$ cat src/rtl/mixcolumns_ctrl_if.sv
// Handshake bundle between the ShiftRows output, the MixColumns sequencer and AddRoundKey.
// The slave side is the sequencer; the master side is whoever feeds states in and drains results.
interface mixcolumns_ctrl_if;
  logic         in_valid;
  logic         in_ready;
  logic [127:0] state_in;
  logic         bypass;
  logic         out_valid;
  logic         out_ready;
  logic [127:0] state_out;
  logic         busy;

  modport slave (
    input  in_valid, state_in, bypass, out_ready,
    output in_ready, out_valid, state_out, busy
  );

  modport master (
    output in_valid, state_in, bypass, out_ready,
    input  in_ready, out_valid, state_out, busy
  );
endinterface

$ cat src/rtl/mixcolumns_ctrl.sv
// Full-state AES MixColumns sequencer: COLS_PER_CYCLE single-column datapaths walk the
// 128-bit state one column group per clock; a bypass flag skips mixing for the final round.

module mixcolumn (
  input  logic [31:0] col_i,
  output logic [31:0] col_o
);
  function automatic logic [7:0] xt(input logic [7:0] b);
    return {b[6:0], 1'b0} ^ (b[7] ? 8'h1b : 8'h00);
  endfunction

  logic [7:0] a0, a1, a2, a3;

  // Row 0 lives in the low byte of the column word.
  assign a0 = col_i[7:0];
  assign a1 = col_i[15:8];
  assign a2 = col_i[23:16];
  assign a3 = col_i[31:24];

  assign col_o[7:0]   = xt(a0) ^ xt(a1) ^ a1 ^ a2 ^ a3;
  assign col_o[15:8]  = a0 ^ xt(a1) ^ xt(a2) ^ a2 ^ a3;
  assign col_o[23:16] = a0 ^ a1 ^ xt(a2) ^ xt(a3) ^ a3;
  assign col_o[31:24] = xt(a0) ^ a0 ^ a1 ^ a2 ^ xt(a3);
endmodule

module mixcolumns_ctrl #(
  parameter int COLS_PER_CYCLE = 1
) (
  input logic             clk,
  input logic             rst,
  mixcolumns_ctrl_if.slave bus
);
  // Counter step and the start index of the group that contains column 3.
  localparam logic [1:0] STEP = 2'(COLS_PER_CYCLE % 4);
  localparam logic [1:0] LAST = 2'(4 - COLS_PER_CYCLE);

  typedef enum logic [1:0] {
    IDLE = 2'd0,
    RUN  = 2'd1,
    DONE = 2'd2
  } fsm_e;

  fsm_e                            fsm_q, fsm_d;
  logic [1:0]                      cnt_q, cnt_d;
  logic [3:0][31:0]                st_q, st_d;
  logic [COLS_PER_CYCLE-1:0][31:0] col_in, col_out;

  if (!(COLS_PER_CYCLE inside {1, 2, 4})) begin : g_bad_cfg
    $error("mixcolumns_ctrl: COLS_PER_CYCLE must be 1, 2 or 4");
  end

  for (genvar g = 0; g < COLS_PER_CYCLE; g++) begin : g_col
    if (COLS_PER_CYCLE == 4) begin : g_fixed
      assign col_in[g] = st_q[g];
    end else begin : g_sel
      assign col_in[g] = st_q[cnt_q + 2'(g)];
    end
    mixcolumn u_mix (
      .col_i (col_in[g]),
      .col_o (col_out[g])
    );
  end

  always_ff @(posedge clk) begin
    if (rst) begin
      fsm_q <= IDLE;
      cnt_q <= '0;
      st_q  <= '0;
    end else begin
      fsm_q <= fsm_d;
      cnt_q <= cnt_d;
      st_q  <= st_d;
    end
  end

  always_comb begin
    fsm_d = fsm_q;
    cnt_d = cnt_q;
    st_d  = st_q;
    unique case (fsm_q)
      IDLE: begin
        // in_ready is high throughout IDLE, so in_valid alone is the handshake.
        if (bus.in_valid) begin
          st_d  = bus.state_in;
          cnt_d = '0;
          fsm_d = bus.bypass ? DONE : RUN;
        end
      end
      RUN: begin
        for (int g = 0; g < COLS_PER_CYCLE; g++) begin
          st_d[cnt_q + 2'(g)] = col_out[g];
        end
        cnt_d = cnt_q + STEP;
        if (cnt_q == LAST) begin
          fsm_d = DONE;
          cnt_d = '0;
        end
      end
      DONE: begin
        if (bus.out_ready) fsm_d = IDLE;
      end
      default: fsm_d = IDLE;
    endcase
  end

  assign bus.in_ready  = (fsm_q == IDLE);
  assign bus.out_valid = (fsm_q == DONE);
  assign bus.busy      = (fsm_q == RUN) || (fsm_q == DONE);
  assign bus.state_out = st_q;
endmodule

$ cat src/flat_wrapper.sv
// flat-port wrapper written by rule: the top's interface ports become plain ports
module mixcolumns_ctrl_flat 
#(
  parameter int COLS_PER_CYCLE = 1
)
  (clk, rst, bus_in_valid, bus_state_in, bus_bypass, bus_out_ready, bus_in_ready, bus_out_valid, bus_state_out, bus_busy);
  mixcolumns_ctrl_if bus_i ();
  input logic clk;
  input logic rst;
  input wire logic [$bits(bus_i.in_valid)-1:0] bus_in_valid;
  input wire logic [$bits(bus_i.state_in)-1:0] bus_state_in;
  input wire logic [$bits(bus_i.bypass)-1:0] bus_bypass;
  input wire logic [$bits(bus_i.out_ready)-1:0] bus_out_ready;
  output wire logic [$bits(bus_i.in_ready)-1:0] bus_in_ready;
  output wire logic [$bits(bus_i.out_valid)-1:0] bus_out_valid;
  output wire logic [$bits(bus_i.state_out)-1:0] bus_state_out;
  output wire logic [$bits(bus_i.busy)-1:0] bus_busy;
  assign bus_i.in_valid = bus_in_valid;
  assign bus_i.state_in = bus_state_in;
  assign bus_i.bypass = bus_bypass;
  assign bus_i.out_ready = bus_out_ready;
  assign bus_in_ready = bus_i.in_ready;
  assign bus_out_valid = bus_i.out_valid;
  assign bus_state_out = bus_i.state_out;
  assign bus_busy = bus_i.busy;
  mixcolumns_ctrl #(.COLS_PER_CYCLE(COLS_PER_CYCLE)) u_core (.clk(clk), .rst(rst), .bus(bus_i));
endmodule
$ cat config.mk
export PLATFORM = sky130hd
export DESIGN_NAME = mixcolumns_ctrl_flat
export DESIGN_NICKNAME = d
export VERILOG_FILES = /design/src/rtl/mixcolumns_ctrl_if.sv /design/src/rtl/mixcolumns_ctrl.sv /design/src/flat_wrapper.sv
export SDC_FILE = /design/constraint.sdc
export NUM_CORES = 1
export LEC_CHECK = 0
export ABC_AREA = 1
export BUFFER_PORTS_ARGS = -buffer_cell sky130_fd_sc_hd__buf_2
export CORE_AREA = 2 2 179 181
export CTS_CLUSTER_SIZE = 8
export DETAILED_ROUTE_END_ITERATION = 12
export DIE_AREA = 0 0 181 183
export SYNTH_ARGS = -nofsm -noshare
export SYNTH_HDL_FRONTEND = slang
export SYNTH_SLANG_ARGS = --single-unit
$ cat constraint.sdc
create_clock -name clk -period 3.6 [get_ports clk]
set_input_delay 0.18 -clock clk [delete_from_list [all_inputs] [get_ports clk]]
set_output_delay 0.18 -clock clk [all_outputs]
set_load 0.01 [all_outputs]
==> metrics.csv, run 1 <==
metric,value,unit
status,completed,
initial_utilization,29.7,%
routed_via_density,5.34,
worstSetupStartpoint,u_core.cnt_q[1],
postRouteAntennaNets,0,
fp.dieW,181,um
rows,65,
io_buffer_count,263,
clkSinkCount,132,
holdPathStages,3,
slew_headroom,31.4,%
timing.final.crit_period,2.46,ns
firstDrtPassIters,6,
hp-class,in2reg,
routabilityCongestion,0.911,
fp.dieH,183,um
critPathRequiredTime,3.92,ns
layout-drive-gt1-share,20.8,%
drt-initial-drc-count,962,
antenna_found_initial,1,
crit_buf_inv,3,
core,0.0312,sq mm
cp_top_family,buffers and inverters,
grt_use_total,24.9,%
cts_buffers,17,
ctsResizeCount,0,
wl_per_cell,19.3,um
fin_hold_ws,0.0230,ns
nets,1940,
area_growth,23.2,%
slowest_delay,0.54,ns
fmax,406,MHz
critical_path.max_fanout,58,
cp.depth,8,
setup_tns,0,ns
fin_cells,2215,
worst-r2r-cell-count,8,
ys_types,27,
synth.most_common_cell,nand2_1,
hpwlAfterDp,30100,um
synth.top_cell.area_share,28.5,%
cpMaxStageDelayCell,buf_4,
maxCapViolations,0,
critPathCaptureType,register,
pin_count,264,
design.die.area,0.0331,sq mm
cts_max_path_buffers,2,
async_flop_share,0,%
grt_pass1_vias,10967,
synth_common_cells,"nand2_1 (643), a21oi_1 (259), nand3_1 (204), dfxtp_1 (132), o21ai_0 (99)",
dp_cells,2182,
h-tree-depth,4,
synth-seq-area-share,28.5,%
yosys.area.top_type,dfxtp_1,
wl,42800,um
synth-edff-count,0,
clockRootBuffer,clkbuf_16,
crit_chain,"buf_4, ha_1, nor2_1, nor2_2, inv_1, buf_4, a21oi_1, a21oi_1",
synth_area,0.00928,sq mm
grt_pass1_wl,63700,um
clock_latency,0.45,ns
grt_start_max_net_pins,133,
cts_tree,built,
drc_errors,0,
dp_slack,1.16,ns
synthFlopType,dfxtp_1,
worst_slack,1.14,ns
critPathKind,reg2reg,
vias,11822,
postCtsSetupBuffers,0,
maxSlewViolCount,0,
clk_pin_slew,0.07,ns
num_antenna_cells,0,
period_share,68.5,%
ys_top_cells_by_area,"dfxtp_1 (28%), nand2_1 (26%), a21oi_1 (14%)",
rsz0062_at_grt,no,
setup_viol,0,
finClkSkew,0.0176,ns
hold_viol_final,0,
hp-start,bus_state_in[9],
startpoint_type,register,
yosysWarnings,0,
cp.arrival,2.78,ns
synth_seq_cells,132,
syn-num-nets,1737,
worst_slew_pin_slew,1.03,ns
syn_avg_cell_area,5.81,sq um
netlist_instances,1597,
timing.rr.start,u_core.cnt_q[1],
grt_overflow,0,
timing repair:
action / 4_1_cts / 5_1_grt
hold buffers: 1 / 0
endpoints found under the setup margin: 0 / 0
hold endpoints to repair: 3 / 0
sequential cells by signal (all words and copies together), names as in the netlist:
register / cells
u_core.bus.state_out: 128
u_core.cnt_q: 2
u_core.fsm_q: 2
layout by cell type, fill, tap and decap left out, types with 2 or more instances in the layout:
| cell | count |
|---|---|
| o21ai_0 | 99 |
| nor2_1 | 3 |
| buf_4 | 8 |
| buf_12 | 6 |
| inv_1 | 43 |
| clkinvlp_4 | 3 |
| a21oi_1 | 259 |
| nand2_2 | 33 |
| xnor2_1 | 5 |
| a211oi_1 | 3 |
| nand3_2 | 2 |
| o21ai_4 | 3 |
| clkbuf_16 | 17 |
| nand3b_1 | 7 |
| o21ai_1 | 30 |
| nand3_1 | 204 |
| inv_2 | 21 |
| ha_1 | 7 |
| dfxtp_2 | 2 |
| inv_6 | 7 |
| clkinv_4 | 2 |
| nand2_1 | 643 |
| buf_2 | 263 |
| clkinv_2 | 2 |
| dfxtp_1 | 130 |
| bufinv_16 | 2 |
worst paths after layout:
check	to	slack, ns
min	u_core.bus.state_out[9]	0.02
max	u_core.bus.state_out[99]	1.14
min reg2reg	u_core.fsm_q[0]	0.54
max reg2reg	u_core.bus.state_out[99]	1.14
cell type report:
cell class	instances	area (sq um)
Fill cell	3507	19800
Multi-Input combinational cell	1304	5930
Sequential cell	132	2650
Timing Repair Buffer	278	1510
Tap cell	402	503
Clock buffer	17	425
Inverter	67	260
Clock inverter	15	169
through the flow:
stage	instance area (sq um)	util, %
2_1_floorplan	9280	-
3_3_place_gp	10800	34.7
3_5_place_dp	10800	34.7
4_1_cts	11400	36.6
5_1_grt	11400	36.6
6_report	11400	36.6
metal layers:
layer  vias up  part of all wire [%]  global-route usage (%)
li1       5712                     -                       -
met4         0                   3.2                    9.33
met2       558                    47                    41.6
met1      5465                    44                    32.4
met3        87                   6.8                    4.03
met5         -                     0                       0
tightest hold or removal path, cell delays in order:
cell     delay, ns
buf_2         0.07
a21oi_1       0.05
a21oi_1       0.12
cells by family (layout without fill, tap and decap cells):
family | after synthesis | in the layout | synth area share, %
and+or+nand+nor | 894 | 894 | 40.3
DFF | 132 | 132 | 28.5
adders and majority gates | 7 | 7 | 0.943
AOI/OAI and AO/OA | 396 | 396 | 21.5
buffers and inverters | 161 | 377 | 8.02
xor gates and xnor gates | 7 | 7 | 0.741
Power of run 1 is left out: the tool's default activity adds up to more than one toggle a clock period on the data nets, which glitch-free logic cannot reach.
==> inputs of run 2 (changes only) <==
Clock period 3.6 ns to 2.5 ns, I/O delays scaled along.
==> run 2 against run 1 <==
Against the previous run: sequential share of layout area shrank 1.9 points; critical path type unchanged; routed wire length grew 3.7%; setup slack lost 0.90 ns.
==> metrics.csv, run 2 (same netlist as run 1, synthesis figures left out) <==
metric,value,unit,change
status,completed,,unchanged
drt-initial-drc-count,1046,,was 962
design.die.area,0.0331,sq mm,unchanged
io_buffer_count,263,,unchanged
worst_slew_pin_slew,0.774,ns,was 1.03 ns
maxCapViolations,0,,unchanged
clk_pin_slew,0.06,ns,was 0.07 ns
setup_tns,0,ns,unchanged
grt_pass1_wl,67400,um,was 63700 um
timing.rr.start,u_core.cnt_q[0],,was u_core.cnt_q[1]
startpoint_type,register,,unchanged
hold_viol_final,0,,unchanged
critical_path.max_fanout,67,,was 58
postPlaceCellArea,0.0110,sq mm,was 0.0108 sq mm
clkSinkCount,132,,unchanged
nets,2047,,was 1940
cts_max_path_buffers,2,,unchanged
hp-class,in2reg,,unchanged
slowest_delay,0.50,ns,was 0.54 ns
routed_via_density,5.29,,was 5.34
routabilityCongestion,0.959,,was 0.911
slew_headroom,48.4,%,was 31.4%
r2r_setup_slack,0.23,ns,was 1.14 ns
num_antenna_cells,0,,unchanged
period_share,90.7,%,was 68.5%
cp.arrival,2.63,ns,was 2.78 ns
hp-start,bus_state_in[29],,was bus_state_in[9]
drc_errors,0,,unchanged
rows,65,,unchanged
grt_use_total,26.2,%,was 24.9%
ctsResizeCount,0,,unchanged
fmax,441,MHz,was 406 MHz
fillers,3404,,was 3507
postRouteAntennaNets,0,,unchanged
critPathCaptureType,register,,unchanged
layout_commonest_cell,nand2_1,,unchanged
largest_reg_flops,128,,unchanged
fp.dieH,183,um,unchanged
dp_cells,2206,,was 2182
fin_cells,2322,,was 2215
timing.final.crit_period,2.27,ns,was 2.46 ns
initial_utilization,29.7,%,unchanged
crit_chain,"buf_12, nand2_1, nand3_1, nand2_1, xnor2_1, nand3_1, nand2_1, nand2_1, a21oi_1",,"was buf_4, ha_1, nor2_1, nor2_2, inv_1, buf_4, a21oi_1, a21oi_1"
finClkSkew,0.0121,ns,was 0.0176 ns
cts_tree,built,,unchanged
clockRootBuffer,clkbuf_16,,unchanged
critPathMostFrequentCell,nand2_1,,
cts_buffers,17,,unchanged
final_cell_mix,"nand2_1 (643), buf_2 (263), a21oi_1 (259)",,unchanged
critPathRequiredTime,2.86,ns,was 3.92 ns
fin_area,0.0125,sq mm,was 0.0114 sq mm
wl_per_cell,19.1,um,was 19.3 um
core,0.0312,sq mm,unchanged
antenna_found_initial,0,,was 1
hpwlAfterDp,32400,um,was 30100 um
critPathKind,reg2reg,,unchanged
pin_count,264,,unchanged
grt_overflow,0,,unchanged
worstSetupStartpoint,u_core.cnt_q[0],,was u_core.cnt_q[1]
firstDrtPassIters,5,,was 6
area_growth,34.5,%,was 23.2%
rsz0062_at_grt,no,,unchanged
utilization,40.0,%,was 36.6%
clock_latency,0.44,ns,was 0.45 ns
wl,44300,um,was 42800 um
grt_start_max_net_pins,120,,was 133
grt_pass1_vias,11446,,was 10967
layout-drive-gt1-share,20.9,%,was 20.8%
fp.dieW,181,um,unchanged
setup_viol,0,,unchanged
maxSlewViolCount,0,,unchanged
h-tree-depth,4,,unchanged
vias,12284,,was 11822
cpMaxStageDelayCell,xnor2_1,,was buf_4
## run 2: cell count changes in the layout (fill, tap and decap cells not counted), moves of 2 or more
cell,delta
dlygate4sd3_1,+83
bufinv_16,+2
inv_6,-5
buf_4,+25
clkbuf_8,+3
## run 2: repair_timing
action                    in CTS  in global routing
hold endpoints to repair      85                  1
buffers inserted               0                  0
hold buffers                  83                  1
## run 2: worst paths after layout
check,endpoint,cells past startpoint
max,u_core.bus.state_out[103],9
min,u_core.bus.state_out[29],3
max reg2reg,u_core.bus.state_out[103],9
min reg2reg,u_core.fsm_q[0],2
## run 2: area by class of cell
cell class	count	area [sq um]	area share, %
tap	402	503	4.03
clock buffer	20	467	3.74
multi-input combinational	1304	5930	47.5
inverter	67	259	2.07
sequential	132	2650	21.2
timing repair buffer	385	2500	20.1
clock inverter	12	176	1.41
## run 2: worst max-delay path: cells and delay by family, from the launching register on
family / cells / cell delay (ns)
buffers and inverters: 1 / 0.32
xor gates and xnor gates: 1 / 0.50
and+or+nand+nor: 6 / 0.84
AOI/OAI and AO/OA: 1 / 0.12
DFF: 1 / 0.39
## run 2: through the flow
| stage | hold slack (ns) | setup slack (ns) |
|---|---|---|
| finish | 0.00106 | 0.233 |
| global route | 0.00412 | 0.0385 |
| CTS | 0.00119 | 0.270 |
| detailed placement | 0.357 | 0.292 |
| global placement | 0.358 | 0.319 |
| floorplan | 0.194 | 0.662 |
## run 2: layer usage
layer	GRT usage (%)	part of all wire (%)	wire length (um)	vias to the layer above
met5	0	0	0	-
met4	8.00	2.1	929	0
met1	34.0	43	19100	5718
met2	45.0	48	21200	576
met3	3.95	7.0	3100	64
li1	-	-	-	5926
Power of run 2 is left out for the same reason.
==> inputs of run 3 (changes only) <==
Settings changed: CORE_AREA 2 2 179 181 to 2 2 185 187, DIE_AREA 0 0 181 183 to 0 0 187 189, SYNTH_HIERARCHICAL set to 1.
==> run 3 against run 2 <==
Against the previous run: maximum frequency down 4.5%; sequential cell count is the same; die area grew 6.7%; largest cell class unchanged.
==> metrics.csv, run 3 <==
metric,value,unit,change
status,completed,,unchanged
drc_errors,0,,unchanged
cts_tree,built,,unchanged
critPathCaptureType,register,,unchanged
wl,41400,um,was 44300 um
cts_max_path_buffers,2,,unchanged
final_cell_mix,"nand2_1 (697), nor2_1 (268), buf_2 (264)",,"was nand2_1 (643), buf_2 (263), a21oi_1 (259)"
fp.dieH,189,um,was 183 um
worst-r2r-cell-count,14,,was 9
rsz0062_at_grt,yes,,was no
fp.dieW,187,um,was 181 um
drt-initial-drc-count,1003,,was 1046
hold_viol_final,0,,unchanged
syn_avg_cell_area,5.51,sq um,was 5.81 sq um
grt_use_total,22.9,%,was 26.2%
clkSinkCount,132,,unchanged
netlist_instances,1793,,was 1597
grt_pass1_vias,11016,,was 11446
routabilityCongestion,0.963,,was 0.959
hp-start,bus_state_in[84],,was bus_state_in[29]
clockRootBuffer,clkbuf_16,,unchanged
antenna_found_initial,5,,was 0
power_density,1750,mW/mm^2,
grt_overflow,0,,unchanged
routed_via_density,4.75,,was 5.29
yosysWarnings,6,,was 0
h-tree-depth,4,,unchanged
timing.rr.start,u_core/cnt_q[0],,was u_core.cnt_q[0]
hp-class,in2reg,,unchanged
finClkSkew,0.00977,ns,was 0.0121 ns
synth.top_cell.area_share,27.1,%,was 28.5%
vias,11905,,was 12284
clk_pin_slew,0.07,ns,was 0.06 ns
critical_path.max_fanout,30,,was 67
synth.most_common_cell,nand2_1,,unchanged
period_share,94.9,%,was 90.7%
setup_tns,0,ns,unchanged
clock_latency,0.44,ns,about the same
postRouteAntennaNets,0,,unchanged
r2r-end,u_core/bus.state_out[9],,was u_core.bus.state_out[103]
critPathRequiredTime,2.87,ns,was 2.86 ns
pin_count,264,,unchanged
slew_headroom,46.6,%,was 48.4%
async_flop_share,0,%,unchanged
ys_top_cells_by_area,"nand2_1 (27%), dfxtp_1 (27%), nor2_1 (10%)",,"was dfxtp_1 (28%), nand2_1 (26%), a21oi_1 (14%)"
synth-edff-count,0,,unchanged
cp.arrival,2.74,ns,was 2.63 ns
synth_common_cells,"nand2_1 (713), nor2_1 (268), inv_1 (197), o21ai_0 (153), dfxtp_1 (132)",,"was nand2_1 (643), a21oi_1 (259), nand3_1 (204), dfxtp_1 (132), o21ai_0 (99)"
critPathKind,reg2reg,,unchanged
worst_slack,0.127,ns,was 0.233 ns
cts_buffers,17,,unchanged
syn-num-nets,1936,,was 1737
fmax,421,MHz,was 441 MHz
synth_seq_cells,132,,unchanged
core,0.0333,sq mm,was 0.0312 sq mm
vdd_drop_max,0.701,mV,
r2r_setup_slack,0.13,ns,was 0.23 ns
timing.final.crit_period,2.37,ns,was 2.27 ns
postPlaceCellArea,0.0117,sq mm,was 0.0110 sq mm
grt_pass1_wl,63000,um,was 67400 um
grt_start_max_net_pins,65,,was 120
largest_reg_flops,128,,unchanged
io_buffer_count,263,,unchanged
ys_types,25,,was 27
synth_area,0.00988,sq mm,was 0.00928 sq mm
rows,67,,was 65
fin_area,0.0125,sq mm,about the same
nets,2186,,was 2047
yosys.area.top_type,nand2_1,,was dfxtp_1
maxCapViolations,0,,unchanged
synth-seq-area-share,26.8,%,was 28.5%
worst_slew_pin_slew,0.801,ns,was 0.774 ns
setup_viol,0,,unchanged
dp_slack,0.0737,ns,was 0.292 ns
layout_commonest_cell,nand2_1,,unchanged
wl_per_cell,16.5,um,was 19.1 um
maxSlewViolCount,0,,unchanged
synthFlopType,dfxtp_1,,unchanged
design.die.area,0.0353,sq mm,was 0.0331 sq mm
area_growth,27.0,%,was 34.5%
p_leak,7.15,nW,
firstDrtPassIters,6,,was 5
layout-drive-gt1-share,20.3,%,was 20.9%
worstSetupStartpoint,u_core/cnt_q[0],,was u_core.cnt_q[0]
hpwlAfterDp,31700,um,was 32400 um
initial_utilization,29.7,%,about the same
worstSetupEndpoint,u_core/bus.state_out[9],,was u_core.bus.state_out[103]
startpoint_type,register,,unchanged
==> run 3: worst min path at each step <==
stage | to | slack, ns | depth (start not counted)
after CTS | u_core/bus.state_out[24] | 0.0002 | 5
after detailed placement | u_core/cnt_q[1] | 0.38 | 2
after global routing | u_core/bus.state_out[81] | 0.03 | 5
after global placement | u_core/cnt_q[1] | 0.39 | 2
after floorplan | u_core/cnt_q[1] | 0.19 | 1
final | u_core/bus.state_out[84] | 0.02 | 5
==> run 3: logic make-up (layout without fill, tap and decap cells) <==
kind of cell | Yosys count | after routing | synth area share [%]
xor+xnor | 39 | 39 | 3.53
simple gates | 1035 | 1035 | 40.7
flops | 132 | 132 | 26.8
buf+inv | 317 | 580 | 14.5
fa+ha+maj | 10 | 10 | 1.27
other cells | 0 | 2 | 0
compound gates | 260 | 260 | 13.2
==> run 3: what timing repair did <==
item / in CTS / in global routing
hold buffers: 2 / 0
resized for setup: 0 / 52
buffers inserted: 0 / 4
endpoints found under the hold margin: 2 / 0
setup endpoints to repair: 0 / 115
==> run 3: layout make-up <==
| cell class | instances | area (sq um) |
|---|---|---|
| clock inverters | 11 | 174 |
| flip-flops and latches | 132 | 2650 |
| multi-input cells | 1344 | 5860 |
| inverters | 218 | 831 |
| fillers | 3726 | 20700 |
| diodes | 2 | 5.00 |
| clock buffers | 21 | 470 |
| repair buffers | 330 | 1990 |
| well taps | 448 | 561 |
==> run 3: where the power goes <==
part	switching, mW	leakage [nW]	internal, mW	total, mW
Sequential	0.608	1.10	2.90	3.51
Combinational	10.8	5.75	4.87	15.7
Clock	1.06	0.306	1.75	2.82
Total	12.5	7.15	9.53	22.0
==> run 3: routing by layer <==
metal	share of wire, %	track usage, %	vias up
li1	-	-	5924
met1	44	30.5	5383
met2	45	37.3	530
met3	8.7	5.19	62
met4	2.0	6.41	6
met5	0.089	0	-
==> run 3: critical path, cell delays in order (launching register included) <==
cell and delay (ns):
dfxtp_4 0.36, buf_12 0.16, o21ai_0 0.30, nand2_1 0.22, inv_1 0.17, nand2_1 0.07
nand2_1 0.16, nand2_1 0.08, nand2_1 0.08, nand3_1 0.07, nand2_1 0.09, inv_1 0.11
o21ai_0 0.20, nor2_1 0.07, nor2_1 0.13
==> run 3: metrics by stage <==
step / total power, mW / instances / utilization (%) / hold slack, ns
2_1_floorplan: 13.6 / 1793 / - / 0.194
4_1_cts: 21.5 / 2499 / 37.2 / 0.000173
3_3_place_gp: 18.4 / 2465 / 35.2 / 0.386
3_5_place_dp: 18.6 / 2465 / 35.2 / 0.381
5_1_grt: 23.9 / 2505 / 37.7 / 0.0340
6_report: 22.0 / 2506 / 37.7 / 0.0243
(Power assumes the default switching activity.)
